[src/rtl/btn_debounce_pkg.sv]
// Shared types and elaboration-time helpers for the multi-channel button debouncer.
package btn_debounce_pkg;

   typedef enum logic [1:0] {
      IDLE    = 2'd0,
      PRESSED = 2'd1,
      HELD    = 2'd2,
      REPEAT  = 2'd3
   } btn_state_e;

   // Convert a duration in ms into a number of sample ticks.
   function automatic int unsigned ms_to_ticks(input int unsigned ms, input int unsigned sample_hz);
      return (ms * sample_hz) / 1000;
   endfunction

   // Bits needed to hold values 0..max_val (never less than one).
   function automatic int unsigned cnt_width(input int unsigned max_val);
      return (max_val < 1) ? 1 : $clog2(max_val + 1);
   endfunction

endpackage

[src/rtl/btn_debounce_ch.sv]
// One debounce channel: 2-FF sync, sample shift register, hysteresis, edge pulses, hold FSM.
// Optional auto-repeat of the long pulse when BTN_AUTOREPEAT_EN is defined.
module btn_debounce_ch
   import btn_debounce_pkg::*;
#(
   parameter int unsigned DEPTH        = 4,
   parameter int unsigned LONG_TICKS   = 1000
`ifdef BTN_AUTOREPEAT_EN
   ,parameter int unsigned REPEAT_TICKS = 200
`endif
) (
   input  logic clk,
   input  logic rst,
   input  logic btn,
   input  logic tick,
   output logic level,
   output logic rise,
   output logic fall,
   output logic long_press
);

   localparam int unsigned HW = cnt_width(LONG_TICKS);

   logic [1:0]       sync_q;
   logic [DEPTH-1:0] samples_q;
   logic             tick_d_q;
   logic             level_q, rise_q, fall_q, long_q;
   logic             level_next;

   btn_state_e       state_q, state_d;
   logic [HW-1:0]    hold_q, hold_d;
   logic             long_d;

`ifdef BTN_AUTOREPEAT_EN
   localparam int unsigned RW = cnt_width(REPEAT_TICKS);
   logic [RW-1:0]    rep_q, rep_d;
`endif

   // Level only moves on a unanimous window; mixed samples hold it.
   assign level_next = (&samples_q)  ? 1'b1 :
                       (~|samples_q) ? 1'b0 : level_q;

   // Synchroniser, sampling and level/edge registers.
   always_ff @(posedge clk or posedge rst) begin
      if (rst) begin
         sync_q    <= '0;
         samples_q <= '0;
         tick_d_q  <= 1'b0;
         level_q   <= 1'b0;
         rise_q    <= 1'b0;
         fall_q    <= 1'b0;
      end else begin
         sync_q   <= {sync_q[0], btn};
         tick_d_q <= tick;
         if (tick) samples_q <= {samples_q[DEPTH-2:0], sync_q[1]};
         level_q  <= level_next;
         rise_q   <= level_next & ~level_q;
         fall_q   <= ~level_next & level_q;
      end
   end

   // FSM state and counters; the delayed tick lines hold events up with level changes.
   always_ff @(posedge clk or posedge rst) begin
      if (rst) begin
         state_q <= IDLE;
         hold_q  <= '0;
         long_q  <= 1'b0;
`ifdef BTN_AUTOREPEAT_EN
         rep_q   <= '0;
`endif
      end else begin
         state_q <= state_d;
         hold_q  <= hold_d;
         long_q  <= long_d;
`ifdef BTN_AUTOREPEAT_EN
         rep_q   <= rep_d;
`endif
      end
   end

   always_comb begin
      state_d = state_q;
      hold_d  = hold_q;
      long_d  = 1'b0;
`ifdef BTN_AUTOREPEAT_EN
      rep_d   = rep_q;
`endif
      case (state_q)
         IDLE: begin
            if (level_next) begin
               state_d = PRESSED;
               hold_d  = '0;
            end
         end
         PRESSED: begin
            // A release on the threshold tick takes priority over the long pulse.
            if (!level_next) begin
               state_d = IDLE;
            end else if (tick_d_q) begin
               if (hold_q == HW'(LONG_TICKS - 1)) begin
                  long_d  = 1'b1;
`ifdef BTN_AUTOREPEAT_EN
                  state_d = REPEAT;
                  rep_d   = '0;
`else
                  state_d = HELD;
`endif
               end
               if (hold_q != HW'(LONG_TICKS)) hold_d = hold_q + HW'(1);
            end
         end
         HELD: begin
            if (!level_next) state_d = IDLE;
         end
         REPEAT: begin
`ifdef BTN_AUTOREPEAT_EN
            if (!level_next) begin
               state_d = IDLE;
            end else if (tick_d_q) begin
               if (rep_q == RW'(REPEAT_TICKS - 1)) begin
                  long_d = 1'b1;
                  rep_d  = '0;
               end else begin
                  rep_d  = rep_q + RW'(1);
               end
            end
`else
            state_d = IDLE;
`endif
         end
      endcase
   end

   assign level      = level_q;
   assign rise       = rise_q;
   assign fall       = fall_q;
   assign long_press = long_q;

endmodule

[src/rtl/button_debounce_multi.sv]
// NUM_BTN-channel button debouncer with shared sample tick.
// Define BTN_AUTOREPEAT_EN to repeat o_long every REPEAT_MS while a button stays held.
module button_debounce_multi
   import btn_debounce_pkg::*;
#(
   parameter int unsigned NUM_BTN   = 4,
   parameter int unsigned CLK_HZ    = 100_000_000,
   parameter int unsigned SAMPLE_HZ = 1000,
   parameter int unsigned DEPTH     = 4,
   parameter int unsigned LONG_MS   = 1000,
   parameter int unsigned REPEAT_MS = 200
) (
   input  logic               clk,
   input  logic               rst,
   input  logic [NUM_BTN-1:0] i_btn,
   output logic [NUM_BTN-1:0] o_level,
   output logic [NUM_BTN-1:0] o_press,
   output logic [NUM_BTN-1:0] o_release,
   output logic [NUM_BTN-1:0] o_long,
   output logic               o_tick
);

   localparam int unsigned TICK_DIV     = CLK_HZ / SAMPLE_HZ;
   localparam int unsigned TW           = cnt_width(TICK_DIV - 1);
   localparam int unsigned LONG_TICKS   = ms_to_ticks(LONG_MS, SAMPLE_HZ);
   localparam int unsigned REPEAT_TICKS = ms_to_ticks(REPEAT_MS, SAMPLE_HZ);

   if (TICK_DIV < 2 || DEPTH < 2 || LONG_TICKS < 1 || REPEAT_TICKS < 1) begin : g_param_check
      $error("button_debounce_multi: TICK_DIV and DEPTH must be >= 2, tick counts >= 1");
   end

   logic [TW-1:0] tick_cnt_q;
   logic          tick_q;

   // Sample strobe: high for the one clk in which the divider wraps to 0.
   always_ff @(posedge clk or posedge rst) begin
      if (rst) begin
         tick_cnt_q <= '0;
         tick_q     <= 1'b0;
      end else if (tick_cnt_q == TW'(TICK_DIV - 1)) begin
         tick_cnt_q <= '0;
         tick_q     <= 1'b1;
      end else begin
         tick_cnt_q <= tick_cnt_q + TW'(1);
         tick_q     <= 1'b0;
      end
   end

   assign o_tick = tick_q;

   for (genvar i = 0; i < int'(NUM_BTN); i++) begin : g_ch
      btn_debounce_ch #(
         .DEPTH        (DEPTH),
         .LONG_TICKS   (LONG_TICKS)
`ifdef BTN_AUTOREPEAT_EN
         ,.REPEAT_TICKS (REPEAT_TICKS)
`endif
      ) u_ch (
         .clk        (clk),
         .rst        (rst),
         .btn        (i_btn[i]),
         .tick       (tick_q),
         .level      (o_level[i]),
         .rise       (o_press[i]),
         .fall       (o_release[i]),
         .long_press (o_long[i])
      );
   end

endmodule

[config.mk]
export PLATFORM = sky130hd
export DESIGN_NAME = button_debounce_multi
export DESIGN_NICKNAME = d
export VERILOG_FILES = /design/src/rtl/btn_debounce_pkg.sv /design/src/rtl/btn_debounce_ch.sv /design/src/rtl/button_debounce_multi.sv
export SDC_FILE = /design/constraint.sdc
export NUM_CORES = 1
export LEC_CHECK = 0
export BUFFER_PORTS_ARGS = -buffer_cell sky130_fd_sc_hd__buf_2
export CORE_MARGIN = 4
export CORE_UTILIZATION = 50
export CTS_CLUSTER_DIAMETER = 120
export DETAILED_ROUTE_END_ITERATION = 10
export HOLD_SLACK_MARGIN = 0.15
export PLACE_DENSITY = 0.69
export SYNTH_ARGS = -nofsm -noshare
export SYNTH_HDL_FRONTEND = slang
export SYNTH_SLANG_ARGS = --single-unit
[constraint.sdc]
create_clock -name clk -period 4.18 [get_ports clk]
set_input_delay 0.418 -clock clk [delete_from_list [all_inputs] [get_ports clk]]
set_output_delay 0.418 -clock clk [all_outputs]
set_load 0.01 [all_outputs]
# Word level (Yosys, flattened, before mapping)
# Index checks and enable logic that the tools add are counted.
[totals]
reg_bits = 107
latch_bits = 0
ramBits = 0
rom_bits = 0
inputBits = 6
out_inout_bits = 17
word_cells = 199
memories = 0
[classes]
add_sub_neg = 5
multipliers = 0
div_mod_pow = 0
magnitude_cmp = 0
eq_ne = 49
shift = 0
n_mux = 70
bitwise_logic = 16
reduce_logical = 24
[op_table]
columns = ["op", "count"]
rows = [
  ["$mux 10", 16],
  ["$pmux 10 s2", 4],
  ["$add 10x1->10 const B", 4],
  ["$eq 10x10->1 const B", 4],
  ["$mux 2", 20],
  ["$ne 10x10->1 const B", 4],
  ["$ne 2x1->1 const B", 16],
  ["$pmux 2 s4", 4],
  ["$reduce_and 4->1", 8],
  ["$mux 1", 25],
  ["$reduce_and 5->1", 4],
  ["$add 17x1->17 const B", 1],
  ["$eq 17x17->1 const B", 1],
  ["$mux 17", 1],
  ["$eq 2x2->1 const B", 8],
  ["$reduce_or 4->1", 4],
  ["$ne 3x2->1 const B", 4],
  ["$ne 3x3->1 const B", 4],
  ["$and 1x1->1", 8],
  ["$eq 2x1->1 const B", 4],
  ["$logic_not 2->1", 4],
  ["$ne 2x2->1 const B", 4],
  ["$not 1->1", 8],
  ["$reduce_bool 2->1", 4],
]

# Depth between registers and ports, before layout
[depth]
ltp_word = 5
depth_mapped = 7
mapped_depth_nobuf = 6

# Hierarchy
# From an unflattened synthesis, not the netlist that was laid out.
[hier_totals]
cells_unflattened = 484
area_unflattened_um2 = 5230.0
[modules_own_cells]
columns = ["mod", "instances", "cells_each", "area_each_um2", "seq_area_each_um2"]
rows = [
  ["btn_debounce_ch (g_ch[1].u_ch ...)", 3, 102, 1084.8, 575.6],
  ["btn_debounce_ch (g_ch[0].u_ch)", 1, 102, 1124.8, 575.6],
  ["button_debounce_multi", 1, 76, 850.8, 450.4],
]

# Least setup slack after synthesis
# No wires, ideal clock.
[synth_timing]
path_type = "reg2reg"
start = "reg g_ch[3].u_ch.hold_q[0]"
end = "reg g_ch[3].u_ch.hold_q[3]"
setup_time_ps = 126
arrival_ps = 1605
required_ps = 4054
path_slack_ps = 2449
stages_incl_launch_ff = 8
n_path_buf = 1
synth_period_minus_slack_ps = 1731
cell_sequence = "dfrtp_1 inv_1 ha_1 nand2_1 o41ai_4 a211o_1 buf_4 a221o_1"
[synth_via]
elab_chain_cells = 5
elab_cells_between_ends = 8
cone_classes = "add/sub (1); eq/ne (2); mux (4); reduce/logical (1)"
[synth_lines]
columns = ["item", "line_no", "source"]
rows = [
  ["start: declaration", "btn_debounce_ch.sv:31", "logic [HW-1:0] hold_q, hold_d;"],
  ["start signal: assignment", "btn_debounce_ch.sv:73", "hold_q <= hold_d;"],
  ["$add 10x1->10", "btn_debounce_ch.sv:109", "if (hold_q != HW'(LONG_TICKS)) hold_d = hold_q + HW'(1);"],
  ["$mux 10", "btn_debounce_ch.sv:109", ""],
  ["$mux 10", "btn_debounce_ch.sv:99", "end else if (tick_d_q) begin"],
  ["$mux 10", "btn_debounce_ch.sv:97", "if (!level_next) begin"],
  ["$pmux 10 s2", "btn_debounce_ch.sv:88", "case (state_q)"],
]
# Parallel ways exist; a longest one is shown, timed or not. The select of a mux whose other input is x is not followed.
# A chain may end at the register's enable or synchronous reset.

# Worst setup path after layout
[layout_timing]
start = "reg g_ch[3].u_ch.samples_q[2]"
end = "reg g_ch[3].u_ch.hold_q[1]"
[layout_via]
elab_chain_cells = 5
elab_cells_between_ends = 7
cone_classes = "eq/ne (2); mux (2); reduce/logical (3)"
[layout_lines]
columns = ["item", "line_no", "source"]
rows = [
  ["start: declaration", "btn_debounce_ch.sv:25", "logic [DEPTH-1:0] samples_q;"],
  ["start signal: assignment", "btn_debounce_ch.sv:55", "if (tick) samples_q <= {samples_q[DEPTH-2:0], sync_q[1]};"],
  ["$reduce_or 4->1", "btn_debounce_ch.sv:41", "(~|samples_q) ? 1'b0 : level_q;"],
  ["$mux 1", "btn_debounce_ch.sv:41", ""],
  ["$mux 1 *", "btn_debounce_ch.sv:40", "assign level_next = (&samples_q) ? 1'b1 :"],
  ["$ne 2x1->1 (no source line)", "-", ""],
  ["$reduce_and 5->1 (no source line) *", "-", ""],
]
# Mark *: on every way between the ends. The rest lies on a longest branch, timed or not.

==> run_results.csv <==
group,metric,value,unit
status,status,"finished clean",
sta,drv_slew,0,
yosys,synth_area,5301,um2
die,die_w,111.0,um
global_routing,grt_max_degree,78,
global_routing,grt_first_pass_wirelength,16.88,mm
global_routing,antenna_found_initial,0,
clocking,clkSinkCount,107,
clocking,cts_buffers,9,
routing,first_iter_violations,327,
placed_design,dp_slack,2030,ps
sta,finClkSkew,15.02,ps
clocking,clkLatencyLatePin,370,ps
routing,viasPerCell,5.934,
die,core_area,10320,um2
worst_setup_path,arrival,2480,ps
placed_design,place_congestion,0.8454,
yosys,synth-seq-cells,107,
final_layout,design_area,5663,um2
worst_setup_path,worstPathMaxFanout,13,
sta,rsz0062_at_grt,"no",
power,leakage,2.490,nW
sta,tightest_slew,906.1,ps
yosys,synth_adder_area_share,2.124,%
final_layout,nets,516,
worst_setup_path,endpoint_kind,"flop",
sta,setup_tns,0,ps
die,initial_core_util,51.35,%
final_layout,drive_above_1_share,12.87,%
yosys,syn_inst,497,
yosys,synth-edff-count,0,
placed_design,port_buffers,22,
sta,holdWs,242.3,ps
clocking,cts.path.max_buffers,2,
yosys,yosysWarnings,0,
die,placementRows,37,
clocking,clk_pin_slew,100,ps
placed_design,placed_cell_area,5401,um2
yosys,synth_cell_types,62,
yosys,async_flop_share,100.0,%
yosys,synth_xor_area_share,2.478,%
final_layout,layout_commonest_cell,"dfrtp_1",
sta,fin_ws,2001,ps
routing,drc,0,
power,ir_drop,201.3,uV
worst_setup_path,startpoint_type,"flop",
worst_setup_path,r2r_cells,4,
final_layout,seq_area,2678,um2
clocking,root_buffer,"clkbuf_8",
clocking,cts_max_level,3,
global_routing,grtUsageTotal,16.44,%
sta,fmax,459.0,MHz
final_layout,fillers,899,
yosys,synthMuxAreaShare,4.484,%
final_layout,multi_input_area,2347,um2
yosys,synth_top_family_by_area,"simple AND/OR/NAND/NOR gates",
sta,setup_viol,0,
routing,firstDrtPassIters,5,
placed_design,hpwl,6.572,mm
final_layout,area_growth_syn_to_layout,6.821,%
final_layout,final_cell_mix,"dfrtp_1, nand2_1, buf_2",
yosys,seq_area_frac_synth,50.51,%
routing,wire_per_inst,14.98,um
clocking,cts_tree,"built",
run,maxCapViolations,0,
global_routing,grt_overflow_total,0,
die,dieHeight,111.0,um
sta,period_needed,2179,ps
sta,slew_headroom,39.59,%
worst_setup_path,required,4480,ps
routing,antenna_left,0,
die,ios,23,
routing,vias,3804,
die,die_area,12310,um2
yosys,avgSynthCellArea,10.67,um2
yosys,synthFlopType,"dfrtp_1",
global_routing,grt_pass1_vias,3531,
yosys,synthSimpleGateAreaFrac,19.24,%
hold_path,hp-class,"in -> async",
yosys,synth-compound-area-share,15.95,%
routing,wl,9.600,mm
final_layout,diodes,0,
sta,hold_violations,0,
sta,post-route-period-util,52.12,%
power,p_per_area,310.0,nW/um2
yosys,synth_nets,512,
worst_setup_path,criticalPathCategory,"reg -> reg",
critical path, cell delays in order, from the launching register on:
cell	delay (ps)
dfrtp_1	440
o31a_1	310
o21ai_1	690
a211o_1	430
mux2i_1	230
per-stage QoR:
step / std cells / utilization, % / total power [W]
6_report: 641 / 54.85 / 0.001756
5_1_grt: 641 / 54.85 / 0.001836
3_3_place_gp: 622 / 52.32 / 0.001083
4_1_cts: 641 / 54.85 / 0.001786
2_1_floorplan: 497 / - / 0.001074
3_5_place_dp: 622 / 52.32 / 0.001084
sequential cells by signal, summed over array words and instances, names as in the netlist:
register / cells
g_ch.u_ch.fall: 4
g_ch.u_ch.hold_q: 40
g_ch.u_ch.level: 4
g_ch.u_ch.long_press: 4
g_ch.u_ch.rise: 4
g_ch.u_ch.samples_q: 16
g_ch.u_ch.state_q: 8
g_ch.u_ch.sync_q: 8
g_ch.u_ch.tick_d_q: 1
o_tick: 1
tick_cnt_q: 17
cell usage after synthesis (4+ instances only):
| cell type | count | area share [%] |
|---|---|---|
| a211o_1 | 7 | 1.2 |
| a21oi_1 | 10 | 0.94 |
| a31oi_1 | 11 | 1.3 |
| a41oi_1 | 5 | 0.83 |
| and2_1 | 4 | 0.47 |
| and3_1 | 20 | 2.4 |
| buf_4 | 17 | 2.4 |
| clkbuf_1 | 16 | 1.1 |
| dfrtp_1 | 107 | 51 |
| ha_1 | 9 | 2.1 |
| inv_1 | 21 | 1.5 |
| mux2_2 | 14 | 3.0 |
| mux2i_1 | 8 | 1.5 |
| nand2_1 | 30 | 2.1 |
| nand2b_1 | 13 | 1.5 |
| nand3_1 | 19 | 1.8 |
| nand4_1 | 12 | 1.4 |
| nand4b_1 | 7 | 1.2 |
| nor2_1 | 20 | 1.4 |
| nor2b_1 | 4 | 0.47 |
| nor3_1 | 14 | 1.3 |
| nor4_1 | 8 | 0.94 |
| nor4b_1 | 6 | 0.99 |
| o21ai_0 | 19 | 1.8 |
| o22a_1 | 8 | 1.3 |
| or3_1 | 4 | 0.47 |
| or4_1 | 4 | 0.57 |
| xnor2_1 | 4 | 0.66 |
| xor2_1 | 11 | 1.8 |
where the power goes:
part / total (W) / internal (W) / switching (W)
Sequential: 0.00104 / 0.00104 / 0.000000835
Clock: 0.000692 / 0.000342 / 0.000349
Combinational: 0.0000250 / 0.00000487 / 0.0000201
Total: 0.00176 / 0.00139 / 0.000370
cell families after synthesis:
logic type | count (synthesis)
muxes | 22
AOI/OAI and AO/OA | 109
xor gates and xnor gates | 15
buffers and inverters | 56
and+or+nand+nor | 179
adders and majority gates | 9
DFF | 107
final timing paths:
kind                       slack [ps]                             endpoint                                   from
max in group asynchronous        3020  g_ch[3].u_ch.state_q[1]$_DFFE_PP0P_                                    rst
min                               240             tick_cnt_q[15]$_DFF_PP0_                                    rst
min reg2reg                       360     g_ch[2].u_ch.sync_q[1]$_DFF_PP0_       g_ch[2].u_ch.sync_q[0]$_DFF_PP0_
min in group clk                  360     g_ch[2].u_ch.sync_q[1]$_DFF_PP0_       g_ch[2].u_ch.sync_q[0]$_DFF_PP0_
max                              2000   g_ch[3].u_ch.hold_q[1]$_DFFE_PP0P_  g_ch[3].u_ch.samples_q[2]$_DFFE_PP0P_
max reg2reg                      2000   g_ch[3].u_ch.hold_q[1]$_DFFE_PP0P_  g_ch[3].u_ch.samples_q[2]$_DFFE_PP0P_
per-layer routing:
layer	GRT usage (%)	vias to the layer above	part of all wire, %
li1	-	1840	-
met1	22.04	1879	46
met2	26.70	78	49
met3	4.640	7	4.0
met4	3.695	0	0.99
met5	0	-	0
final cells by class:
class                   count  share of cell area (%)
clock inverters             6                   1.723
well taps                 136                   3.005
multi-input cells         334                   41.45
clock buffers               9                   2.187
repair buffers             28                   2.916
inverters                  21                   1.436
flip-flops and latches    107                   47.28
what timing repair did:
| action | 4_1_cts | 5_1_grt |
|---|---|---|
| setup buffers | 0 | 0 |
| gates resized for setup | 0 | 0 |
| hold buffers | 4 | 0 |
| hold endpoints to repair | 4 | 0 |
(Power assumes the default switching activity.)
